## config.mk

```make
export PLATFORM = sky130hd
export DESIGN_NAME = grayscale_feeder
export DESIGN_NICKNAME = d
export VERILOG_FILES = /design/src/rtl/img_pkg.sv /design/src/rtl/luma_pipe.sv /design/src/rtl/grayscale_feeder.sv
export SDC_FILE = /design/constraint.sdc
export NUM_CORES = 1
export LEC_CHECK = 0
export ABC_AREA = 1
export CORE_MARGIN = 3
export CORE_UTILIZATION = 45
export CTS_BUF_LIST = sky130_fd_sc_hd__clkbuf_8
export CTS_CLUSTER_SIZE = 8
export DETAILED_ROUTE_END_ITERATION = 7
export DONT_BUFFER_PORTS = 1
export GPL_TIMING_DRIVEN = 0
export RECOVER_POWER = 25
export SETUP_SLACK_MARGIN = 0.15
export SLEW_MARGIN = 20
export SYNTH_ARGS = -nofsm -noshare
export SYNTH_HDL_FRONTEND = slang
export SYNTH_HIERARCHICAL = 1
export SYNTH_SLANG_ARGS = --single-unit
```

## constraint.sdc

```tcl
create_clock -name clk -period 3.1 [get_ports clk]
set_input_delay 0.62 -clock clk [delete_from_list [all_inputs] [get_ports clk]]
set_output_delay 0.62 -clock clk [all_outputs]
set_load 0.1 [all_outputs]
```

## src/rtl/img_pkg.sv

```systemverilog
// Shared image-path types and constants for the grayscale feeder
// and the Sobel stage that consumes its output.
package img_pkg;

  typedef enum logic [1:0] {
    IDLE,
    RUN,
    DRAIN
  } feeder_state_t;

  localparam int IMG_WIDTH  = 720;
  localparam int IMG_HEIGHT = 720;

  // Integer luma weights; they sum to 256 so sum>>8 is the gray value.
  localparam logic [7:0] LUMA_R = 8'd77;
  localparam logic [7:0] LUMA_G = 8'd150;
  localparam logic [7:0] LUMA_B = 8'd29;

  typedef struct packed {
    logic        v;
    logic [15:0] pr;
    logic [15:0] pg;
    logic [15:0] pb;
  } luma_s1_t;

  function automatic logic [15:0] luma_mul(
    input logic [7:0] c,
    input logic [7:0] w
  );
    return {8'd0, c} * {8'd0, w};
  endfunction

endpackage

```

## src/rtl/luma_pipe.sv

```systemverilog
// Two-stage RGB->gray pipeline: stage 1 products, stage 2 sum>>8.
// Ports: clk, rst, advance (shift enable), in_valid, rgb, out_valid, gray.
module luma_pipe
  import img_pkg::*;
(
  input  logic        clk,
  input  logic        rst,
  input  logic        advance,
  input  logic        in_valid,
  input  logic [23:0] rgb,
  output logic        out_valid,
  output logic [7:0]  gray
);

  luma_s1_t    s1;
  logic [15:0] sum;

  // Max 255*256 = 65280, so 16 bits never overflow.
  assign sum = s1.pr + s1.pg + s1.pb;

  always_ff @(posedge clk or posedge rst) begin
    if (rst) begin
      s1        <= '0;
      out_valid <= 1'b0;
      gray      <= 8'd0;
    end else if (advance) begin
      s1.v      <= in_valid;
      s1.pr     <= luma_mul(rgb[23:16], LUMA_R);
      s1.pg     <= luma_mul(rgb[15:8], LUMA_G);
      s1.pb     <= luma_mul(rgb[7:0], LUMA_B);
      out_valid <= s1.v;
      gray      <= sum[15:8];
    end
  end

endmodule

```

## src/rtl/grayscale_feeder.sv

```systemverilog
// Frame-based RGB FIFO -> gray FIFO feeder: one WIDTH x HEIGHT frame per start.
// Ports: clk, rst, start, in_rd_en/in_empty/rgb_in, out_wr_en/out_full/gray_out, busy, done.
module grayscale_feeder
  import img_pkg::*;
#(
  parameter int WIDTH  = IMG_WIDTH,
  parameter int HEIGHT = IMG_HEIGHT,
  parameter int CNT_W  = $clog2(WIDTH * HEIGHT + 1)
) (
  input  logic        clk,
  input  logic        rst,
  input  logic        start,
  output logic        in_rd_en,
  input  logic        in_empty,
  input  logic [23:0] rgb_in,
  output logic        out_wr_en,
  input  logic        out_full,
  output logic [7:0]  gray_out,
  output logic        busy,
  output logic        done
);

  localparam logic [CNT_W-1:0] TOTAL = CNT_W'(WIDTH * HEIGHT);

  feeder_state_t    state, state_n;
  logic [CNT_W-1:0] rd_cnt, wr_cnt;
  logic [CNT_W-1:0] rd_nxt, wr_nxt;
  logic             v2;
  logic             advance;
  logic             clr;
  logic             done_n;

  // A full stage 2 blocked by out_full freezes the whole pipe.
  assign advance   = !v2 || !out_full;
  assign in_rd_en  = (state == RUN) && advance && !in_empty
                     && (rd_cnt < TOTAL);
  assign out_wr_en = v2 && !out_full;
  assign busy      = (state != IDLE);

  // Counts including this cycle's pop/push, for same-cycle exits.
  assign rd_nxt = rd_cnt + CNT_W'(in_rd_en);
  assign wr_nxt = wr_cnt + CNT_W'(out_wr_en);

  luma_pipe u_pipe (
    .clk       (clk),
    .rst       (rst),
    .advance   (advance),
    .in_valid  (in_rd_en),
    .rgb       (rgb_in),
    .out_valid (v2),
    .gray      (gray_out)
  );

  always_comb begin
    state_n = state;
    clr     = 1'b0;
    done_n  = 1'b0;
    unique case (state)
      IDLE: begin
        if (start) begin
          state_n = RUN;
          clr     = 1'b1;
        end
      end
      RUN: begin
        if (rd_nxt == TOTAL) state_n = DRAIN;
      end
      DRAIN: begin
        if (wr_nxt == TOTAL) begin
          state_n = IDLE;
          done_n  = 1'b1;
        end
      end
      default: state_n = IDLE;
    endcase
  end

  always_ff @(posedge clk or posedge rst) begin
    if (rst) begin
      state  <= IDLE;
      rd_cnt <= '0;
      wr_cnt <= '0;
      done   <= 1'b0;
    end else begin
      state <= state_n;
      done  <= done_n;
      if (clr) begin
        rd_cnt <= '0;
        wr_cnt <= '0;
      end else begin
        rd_cnt <= rd_nxt;
        wr_cnt <= wr_nxt;
      end
    end
  end

endmodule

```

==> run_results.csv <==
group,metric,value,unit
min_path,hp-class,"input port to asynchronous set/reset pin",
sta,max_freq,308,MHz
global_routing,grt.total_usage,0.199,
detailed_routing,viasPerCell,4.95,
sta,finalHoldViolCount,0,
synthesis,synth_ff_type,"dfrtp_1",
detailed_routing,dr.pass1.iters,4,
sta,rsz0062_at_grt,"yes",
critical_path,rr_startpoint,"rd_cnt[9]",
sta,relSlewSlack,-0.338,
cells_and_area,final_net_count,1350,
critical_path,crit_buf_inv,1,
sta,period_needed,3250,ps
sta,report.final.slew_viol_count,84,
synthesis,yosys_warnings,6,
critical_path,slowest_stage,"nor3_4",
critical_path,slowest_delay,860,ps
sta,tightest_slew,2010,ps
clock_tree,htree_levels,3,
critical_path,end_kind,"register",
synthesis,yosysSeqAreaShare,0.278,
critical_path,crit_type,"register to register",
die,num_rows,49,
critical_path,crit_required,3340,ps
detailed_routing,wl,19.3,mm
synthesis,syn_inst,1142,
global_routing,overflow,0,
critical_path,critPathMostFrequentCell,"nand2_1",
clock_tree,clk_pin_slew_worst_paths,100,ps
global_routing,antenna_found_initial,0,
detailed_routing,drt_iter0_markers,372,
die,core,18200,um2
cells_and_area,syn_to_final_growth,11.8,%
global_routing,grt_pass1_wl,32.7,mm
critical_path,reg2regPathDepth,18,
pwr,p_per_area,883,nW/um2
clock_tree,cts_tree,"built",
sta,fin_crit_sh,1.05,
pwr,p_total,8.35,mW
place,detailed_place_hpwl,15.6,mm
detailed_routing,drc,0,
critical_path,critical_path.top_delay_family,"simple AND/OR/NAND/NOR gates",
cells_and_area,drive_above_1_share,0.108,
place,port_buffers,0,
die,initial_utilization,0.465,
clock_tree,insertion_delay,380,ps
cells_and_area,fill_cells,1855,
clock_tree,cts_root_buffer,"clkbuf_8",
sta,fin_skew,13.5,ps
die,die_y,143,um
clock_tree,numClockSinks,94,
pwr,leakagePower,4.91,nW
synthesis,synth_edf_count,0,
synthesis,ys_types,34,
clock_tree,cts_max_path_buffers,2,
sta,setup_viol,2,
sta,worst_slack,-152,ps
critical_path,crit_arrival,3490,ps
synthesis,async_reset_ff_frac,1.00,
critical_path,timing.rr.end,"state[0]",
global_routing,grt_pass1_vias,6685,
die,die-area,20500,um2
status,status,"complete, but fails checks",
synthesis,ys_seq_elements,94,
pwr,ir_drop,0.000484,V
synthesis,synth.avg_cell_area,7.41,um2
die,die_width,143,um
synthesis,mappedNetlistArea,8460,um2
critical_path,r2r_slack,-150,ps
detailed_routing,wire_per_inst,13.8,um
critical_path,start_kind,"register",
detailed_routing,drtAntennaViolNets,0,
cells_and_area,layout_commonest_cell,"nand2_1",
clock_tree,cts_buffers,9,
place,gp_congestion,0.889,
critical_path,path_cells,"inv_2, nand3_1, a21oi_2, nor4_2, nor3_4, ha_4, ha_4, nand3_4, nor2_4, nand2_1, nand2_1, nand2_1, nor2_1, nand2_1, nor2_2, nand2_2, o21ai_2, o21ai_1",
detailed_routing,vias,6926,
job,cap_violations,2,
synthesis,synthesis.nets,1326,
critical_path,path_max_fanout,4,
cells_and_area,layout_common_cells,"300 x nand2_1, 181 x inv_1, 111 x nor2_1",
place,place_ws,-356,ps
cells_and_area,diodes,0,
die,ios,41,
global_routing,grt_max_degree,54,
sta,whs,132,ps
status,violations,"capacitance limit, slew limit, setup timing",
-- layout make-up --
type                            instances  area [um2]  area share
Clock buffer                           10         138      0.0145
Tap cell                              229         287      0.0303
Sequential cell                        94        2350       0.249
Multi-Input combinational cell        836        5730       0.606
Buffer                                 16        71.3     0.00754
Inverter                              196         742      0.0784
Clock inverter                          6        46.3     0.00489
Timing Repair Buffer                   13        93.8     0.00992
-- repair_timing --
action / in CTS / in global routing
hold buffers: 0 / 0
setup buffers: 7 / 5
gates resized for setup: 6 / 22
cloned: 0 / 0
pin swaps: 8 / 19
setup endpoints to repair: 9 / 13
-- routing by layer --
metal | wire length, um | track usage | vias to the layer above
met4 | 201 | 0.0465 | 0
met3 | 766 | 0.0325 | 12
li1 | - | - | 3651
met2 | 7990 | 0.292 | 108
met5 | 0 | 0 | -
met1 | 10400 | 0.307 | 3155
-- power by group --
group          switching (mW)  leakage, nW  total [mW]  internal, mW
clock                   0.460       0.0882       0.779         0.319
sequential              0.735         1.18        2.34          1.60
combinational            3.24         3.64        5.24          2.00
total                    4.43         4.91        8.35          3.92
-- cells in the mapped netlist, types with 6 or more instances --
cell type | count | share of area
xor2_1 | 14 | 0.014
buf_2 | 6 | 0.0035
inv_2 | 6 | 0.0027
inv_1 | 190 | 0.084
o21ai_0 | 28 | 0.017
a21oi_1 | 40 | 0.024
o21ai_1 | 7 | 0.0041
fa_1 | 38 | 0.090
xnor2_1 | 13 | 0.013
dfrtp_1 | 94 | 0.28
a31oi_1 | 9 | 0.0067
clkbuf_1 | 8 | 0.0035
nand4_1 | 16 | 0.012
nor3_1 | 12 | 0.0071
nor2_1 | 123 | 0.055
nand3_1 | 75 | 0.044
ha_1 | 117 | 0.17
nand2_1 | 313 | 0.14
-- cell families after synthesis --
family          synth area share
buf+inv                   0.0953
simple gates               0.275
flops                      0.278
xor+xnor                  0.0279
fa+ha+maj                  0.263
compound gates            0.0612
-- flip-flops by register name, indices dropped and copies added (netlist names) --
signal	cells
done	1
rd_cnt	19
state	2
u_pipe/gray	8
u_pipe/out_valid	1
u_pipe/s1	44
wr_cnt	19
-- through the flow --
stage / setup TNS [ps] / area [um2] / std cells / utilization
2_1_floorplan: -56.1 / 8810 / 1142 / -
3_3_place_gp: -889 / 9090 / 1371 / 0.499
6_report: -294 / 9460 / 1400 / 0.520
5_1_grt: -683 / 9460 / 1400 / 0.520
3_5_place_dp: -1030 / 9110 / 1372 / 0.501
4_1_cts: -412 / 9380 / 1395 / 0.515
-- worst max path at each step --
stage | start | slack, ps | cells past startpoint | endpoint
floorplan | out_full | -60 | 16 | state[0]
global placement | rd_cnt[10] | -340 | 18 | state[0]
detailed placement | rd_cnt[9] | -360 | 18 | state[0]
CTS | rd_cnt[9] | -210 | 18 | state[0]
global route | rd_cnt[9] | -360 | 19 | state[1]
finish | rd_cnt[9] | -150 | 18 | state[0]
Note: power is estimated with default switching activity, not from simulation.
